$ cat src/rtl/pipe_chain_pkg.sv
// Shared types and helpers for the elastic pipeline chain (depth limit, flush mask type, popcount).
package pipe_chain_pkg;

  localparam int MAX_DEPTH = 8;

  typedef logic [MAX_DEPTH-1:0] flush_mask_t;

  // Counts up to MAX_DEPTH stage valids plus one skid valid.
  function automatic logic [3:0] popcount(input logic [MAX_DEPTH:0] v);
    logic [3:0] n;
    n = '0;
    for (int i = 0; i <= MAX_DEPTH; i++) begin
      n = n + {3'b000, v[i]};
    end
    return n;
  endfunction

endpackage

$ cat src/rtl/pipe_chain_stage.sv
// One elastic stage: valid+data register; loads when downstream is ready, flush wins over load.
// Single-cycle register; backpressure is handled by the caller via i_load.
module pipe_chain_stage
  import pipe_chain_pkg::*;
#(
  parameter int WIDTH = 32
) (
  input  logic             i_clk,
  input  logic             i_rst,
  input  logic             i_load,
  input  logic             i_flush,
  input  logic             i_src_valid,
  input  logic [WIDTH-1:0] i_src_data,
  output logic             o_valid,
  output logic             o_valid_nxt,
  output logic [WIDTH-1:0] o_data
);

  logic             r_valid;
  logic [WIDTH-1:0] r_data;

  // Data is loaded even when the source is invalid or squashed; only valid is cleared.
  always_comb begin
    o_valid_nxt = (i_load ? i_src_valid : r_valid) & ~i_flush;
  end

  always_ff @(posedge i_clk) begin
    if (i_rst) begin
      r_valid <= 1'b0;
      r_data  <= '0;
    end else begin
      r_valid <= o_valid_nxt;
      if (i_load) r_data <= i_src_data;
    end
  end

  assign o_valid = r_valid;
  assign o_data  = r_data;

endmodule

$ cat src/rtl/elastic_pipe_chain.sv
// Chain of DEPTH elastic stages, DEPTH-cycle latency, bubbles collapse under backpressure.
// ELASTIC_PIPE_CHAIN_SKID_EN adds a 1-entry skid before stage 0 so in_ready is a flop.
module elastic_pipe_chain
  import pipe_chain_pkg::*;
#(
  parameter int WIDTH = 32,
  parameter int DEPTH = 3
) (
  input  logic                         i_clk,
  input  logic                         i_rst,
  input  logic                         i_in_valid,
  output logic                         o_in_ready,
  input  logic [WIDTH-1:0]             i_in_data,
  output logic                         o_out_valid,
  input  logic                         i_out_ready,
  output logic [WIDTH-1:0]             o_out_data,
  input  logic [DEPTH-1:0]             i_flush_mask,
  output logic [DEPTH-1:0]             o_stage_valid,
  output logic [$clog2(DEPTH+2)-1:0]   o_occupancy
);

  localparam int OCC_W = $clog2(DEPTH+2);

  logic [DEPTH:0]              w_ready;
  logic [DEPTH-1:0]            w_valid;
  logic [DEPTH-1:0]            w_valid_nxt;
  logic [DEPTH-1:0][WIDTH-1:0] w_data;
  logic [DEPTH-1:0]            w_src_valid;
  logic [DEPTH-1:0][WIDTH-1:0] w_src_data;
  logic                        w_skid_nxt;
  logic [MAX_DEPTH:0]          w_pop_vec;
  logic [3:0]                  w_cnt;
  logic [OCC_W-1:0]            r_occ;

  // Ready ripples back from the output; it never sees flush_mask.
  assign w_ready[DEPTH] = i_out_ready;

  for (genvar k = 0; k < DEPTH; k++) begin : g_stage
    assign w_ready[k] = ~w_valid[k] | w_ready[k+1];

    if (k > 0) begin : g_link
      assign w_src_valid[k] = w_valid[k-1];
      assign w_src_data[k]  = w_data[k-1];
    end

    pipe_chain_stage #(.WIDTH(WIDTH)) u_stage (
      .i_clk       (i_clk),
      .i_rst       (i_rst),
      .i_load      (w_ready[k]),
      .i_flush     (i_flush_mask[k]),
      .i_src_valid (w_src_valid[k]),
      .i_src_data  (w_src_data[k]),
      .o_valid     (w_valid[k]),
      .o_valid_nxt (w_valid_nxt[k]),
      .o_data      (w_data[k])
    );
  end

`ifdef ELASTIC_PIPE_CHAIN_SKID_EN
  logic             r_skid_valid;
  logic [WIDTH-1:0] r_skid_data;
  logic             r_in_ready;
  logic             w_park;

  // Park only when the input is taken but stage 0 cannot load; the skid drains before new input.
  assign w_park         = i_in_valid & r_in_ready & ~w_ready[0];
  assign w_skid_nxt     = (r_skid_valid ? ~w_ready[0] : w_park) & ~i_flush_mask[0];
  assign w_src_valid[0] = r_skid_valid | (i_in_valid & r_in_ready);
  assign w_src_data[0]  = r_skid_valid ? r_skid_data : i_in_data;

  always_ff @(posedge i_clk) begin
    if (i_rst) begin
      r_skid_valid <= 1'b0;
      r_skid_data  <= '0;
      r_in_ready   <= 1'b0;
    end else begin
      r_skid_valid <= w_skid_nxt;
      r_in_ready   <= ~w_skid_nxt;
      if (w_park) r_skid_data <= i_in_data;
    end
  end

  assign o_in_ready = r_in_ready;
`else
  assign w_skid_nxt     = 1'b0;
  assign w_src_valid[0] = i_in_valid;
  assign w_src_data[0]  = i_in_data;
  assign o_in_ready     = w_ready[0] & ~i_rst;
`endif

  always_comb begin
    w_pop_vec              = '0;
    w_pop_vec[DEPTH-1:0]   = w_valid_nxt;
    w_pop_vec[MAX_DEPTH]   = w_skid_nxt;
    w_cnt                  = popcount(w_pop_vec);
  end

  always_ff @(posedge i_clk) begin
    if (i_rst) r_occ <= '0;
    else       r_occ <= w_cnt[OCC_W-1:0];
  end

  assign o_out_valid   = w_valid[DEPTH-1];
  assign o_out_data    = w_data[DEPTH-1];
  assign o_stage_valid = w_valid;
  assign o_occupancy   = r_occ;

endmodule

$ cat config.mk
export PLATFORM = sky130hd
export DESIGN_NAME = elastic_pipe_chain
export DESIGN_NICKNAME = d
export VERILOG_FILES = /design/src/rtl/pipe_chain_pkg.sv /design/src/rtl/pipe_chain_stage.sv /design/src/rtl/elastic_pipe_chain.sv
export SDC_FILE = /design/constraint.sdc
export NUM_CORES = 1
export LEC_CHECK = 0
export ABC_AREA = 1
export CELL_PAD_IN_SITES_DETAIL_PLACEMENT = 0
export CELL_PAD_IN_SITES_GLOBAL_PLACEMENT = 1
export CORE_MARGIN = 2
export CORE_UTILIZATION = 37
export DETAILED_ROUTE_END_ITERATION = 10
export MAX_ROUTING_LAYER = met4
export PLACE_DENSITY = 0.9
export REMOVE_ABC_BUFFERS = 1
export SLEW_MARGIN = 40
export SYNTH_ARGS = -nofsm -noshare
export SYNTH_HDL_FRONTEND = slang
export SYNTH_HIERARCHICAL = 1
export SYNTH_SLANG_ARGS = --single-unit
$ cat constraint.sdc
create_clock -name i_clk -period 2 [get_ports i_clk]
set_input_delay 0.4 -clock i_clk [delete_from_list [all_inputs] [get_ports i_clk]]
set_output_delay 0.4 -clock i_clk [all_outputs]
set_load 0.005 [all_outputs]
==> results by group <==
Worst setup path
  • Arr. time, crit path: 1490 ps
  • Crit Path Class: input port to output pin
  • Crit path launch type: input port
  • RR Endpoint: o_occupancy[0]
  • Worst path required time: 1600 ps
  • CP Capture Point: o_in_ready
  • Worst Path Max Fanout: 5
  • Crit path largest cell delay: 400 ps
  • Crit. End Element: output pin
  • CP Cell Sequence: clkdlybuf4s50_1 > inv_1 > nand4_4 > nand2_1 > inv_1 > dlygate4sd2_1
  • Worst reg-to-reg path cell count: 8
  • Reg-to-Reg Start: g_stage[2].u_stage/o_valid
  • Slack of the worst reg-to-reg path: 380 ps
  • Worst setup path startpoint: i_out_ready
  • CP max-delay cell: clkdlybuf4s50_1
  • Most used cell, CP: inv_1

Detailed routing
  • Routed WL per cell: 11.7 um
  • Via count: 3,038
  • Post-route ant nets: 0
  • Routed WL: 7810 um
  • Drc violations: 0
  • Vias/cell: 4.57
  • Drt initial violations: 93
  • Pre-antenna DRT Iters: 4

Floorplanning
  • Cell row count: 36
  • Ports: 79
  • Initial Util: 0.382
  • Core area: 9770 sq um
  • Die X: 104 um
  • Die Ht: 104 um
  • Total Die Area: 10,900 sq um

Synthesis
  • Yosys reg bits: 101
  • Synth unique cells: 13
  • Syn_area_per_cell: 8.04 sq um
  • Sequential fraction of the synthesis area: 0.542
  • Mapped Cells: 464
  • Mapped cell area: 3730 sq um
  • Warnings from Yosys: 6

STA
  • Clk_skew: 13.0 ps
  • Slew of the pin with the lowest slew margin: 726 ps
  • Final setup viols: 0
  • RSZ-0062 raised after global routing: false
  • Slew margin rel.: 0.516
  • Period minus WS final: 1890 ps
  • Tcrit/Tclk final: 0.945
  • Fin worst setup slack: 111 ps
  • Final slew viol count: 0
  • Fmax: 529 MHz
  • Endpoints failing hold: 0

Pwr
  • Leak: 1.81 nW
  • Clock share of power: 0.349
  • Worst VDD drop: 0.403 mV
  • Switching power total: 0.000800 W
  • Power Internal: 0.00285 W
  • Power Density: 786 nW/um^2
  • Sw frac: 0.219
  • Comb pwr share: 0.068
  • Final total power: 0.00365 W
  • Register share of total power: 0.583

Clock tree
  • Clk slew on worst S/H paths: 90 ps
  • CTS Buf Count: 9
  • CTS root buf: clkbuf_8
  • Clk buf depth: 2
  • Post-CTS setup buffers: 0
  • CTS tree: done
  • # clock sinks: 101
  • CTS H-tree depth: 3
  • Clock Latency Late Sink: 340 ps

Outcome
  • Status: finished, final reports clean

Finish
  • Most frequent cells in the layout: nand2_1, dfxtp_1, a21oi_1
  • Commonest non-fill, non-tap cell in the layout: nand2_1
  • Fillcell total: 994
  • Final cell count without fillers: 665
  • Share of cells above drive strength 1: 0.0583
  • Layout Nets: 567
  • Synthesis-to-finish area growth: 24.6%
  • ANT cells: 0

GRT
  • First-pass GRT wire length: 13,200 um
  • Largest net degree at the start of global routing: 102
  • Vias in the first global route: 2,906
  • GRT Util Overall: 0.151
  • GRT overflow: 0
  • Antenna violations before repair: 0

Hold path
  • HP Class: flip-flop to flip-flop

Placed design
  • Gpl congestion: 0.738
  • Place WS: -139 ps
  • Placed cells: 649
  • Port Buffer Count: 77
  • Post-detail-place hpwl: 5110 um

Run
  • Max Cap Viol: 0
[worst min path at each step]
stage / start / endpoint / slack [ps] / depth (start not counted)
final: g_stage[0].u_stage/o_data[31] / g_stage[1].u_stage/o_data[31] / 460 / 2
after global placement: g_stage[1].u_stage/o_data[31] / g_stage[2].u_stage/o_data[31] / 440 / 2
after floorplan: g_stage[0].u_stage/o_data[31] / g_stage[1].u_stage/o_data[31] / 430 / 2
after global routing: g_stage[0].u_stage/o_data[4] / g_stage[0].u_stage/o_data[4] / 480 / 2
after detailed placement: g_stage[0].u_stage/o_data[31] / g_stage[1].u_stage/o_data[31] / 450 / 2
after CTS: g_stage[0].u_stage/o_data[18] / g_stage[1].u_stage/o_data[18] / 460 / 2
[sequential cells by signal, indices dropped and copies added, names as in the netlist]
signal,count
g_stage.u_stage/o_valid,3
o_occupancy,2
g_stage.u_stage/o_data,96
[per-stage QoR]
stage	hold slack, ps	util	setup TNS [ps]	instance area [sq um]
4_1_cts	459	0.475	0	4650
3_5_place_dp	448	0.454	-250	4440
6_report	459	0.475	0	4650
3_3_place_gp	441	0.454	-261	4430
2_1_floorplan	430	-	-705	3420
5_1_grt	480	0.475	0	4650
[logic make-up after synthesis]
| family | after synthesis | synth area share |
|---|---|---|
| other | 1 | 0.00101 |
| DFF | 101 | 0.542 |
| adders and majority gates | 1 | 0.00537 |
| buffers and inverters | 55 | 0.108 |
| and+or+nand+nor | 210 | 0.215 |
| AOI/OAI and AO/OA | 96 | 0.129 |
[synthesized netlist by cell type]
master    count  share of area
a21oi_1      96           0.13
buf_2        12          0.016
buf_4         2         0.0040
buf_6        21          0.063
clkinv_4      3         0.0070
conb_1        1         0.0010
dfxtp_1     101           0.54
fa_1          1         0.0054
inv_1        17          0.017
nand2_1     200           0.20
nand3_1       4         0.0054
nand4_2       1         0.0034
nor2_1        5         0.0050
[worst max-delay path, delay by kind of cell]
kind	cells	cell delay (ps)
buffers and inverters	4	840
AND/OR/NAND/NOR	2	250
[per-layer routing]
metal	GRT usage	part of all wire
met4	0.0541	0.014
met1	0.176	0.47
met2	0.263	0.49
met3	0.0257	0.032
met5	-	0
[cell type report]
| class | count | area, sq um | area share |
|---|---|---|---|
| Timing Repair Buffer | 87 | 846 | 0.182 |
| Multi-Input combinational cell | 308 | 1320 | 0.284 |
| Clock inverter | 5 | 60.1 | 0.0129 |
| Clock buffer | 11 | 141 | 0.0304 |
| Inverter | 20 | 90.1 | 0.0194 |
| Sequential cell | 101 | 2020 | 0.435 |
| Tap cell | 133 | 166 | 0.0358 |
[repair_timing]
item	CTS	global route
hold buffers	0	0
resized for setup	2	0
setup endpoints to repair	1	0
[power by group through the flow]
stage	clock network, W	registers, W	logic (W)
floorplan	0	0.00217	0.0000834
global placement	0	0.00218	0.000244
detailed placement	0	0.00218	0.000250
CTS	0.00133	0.00213	0.000250
global route	0.00141	0.00214	0.000276
finish	0.00128	0.00213	0.000247
Note: power is estimated with default switching activity, not from simulation.
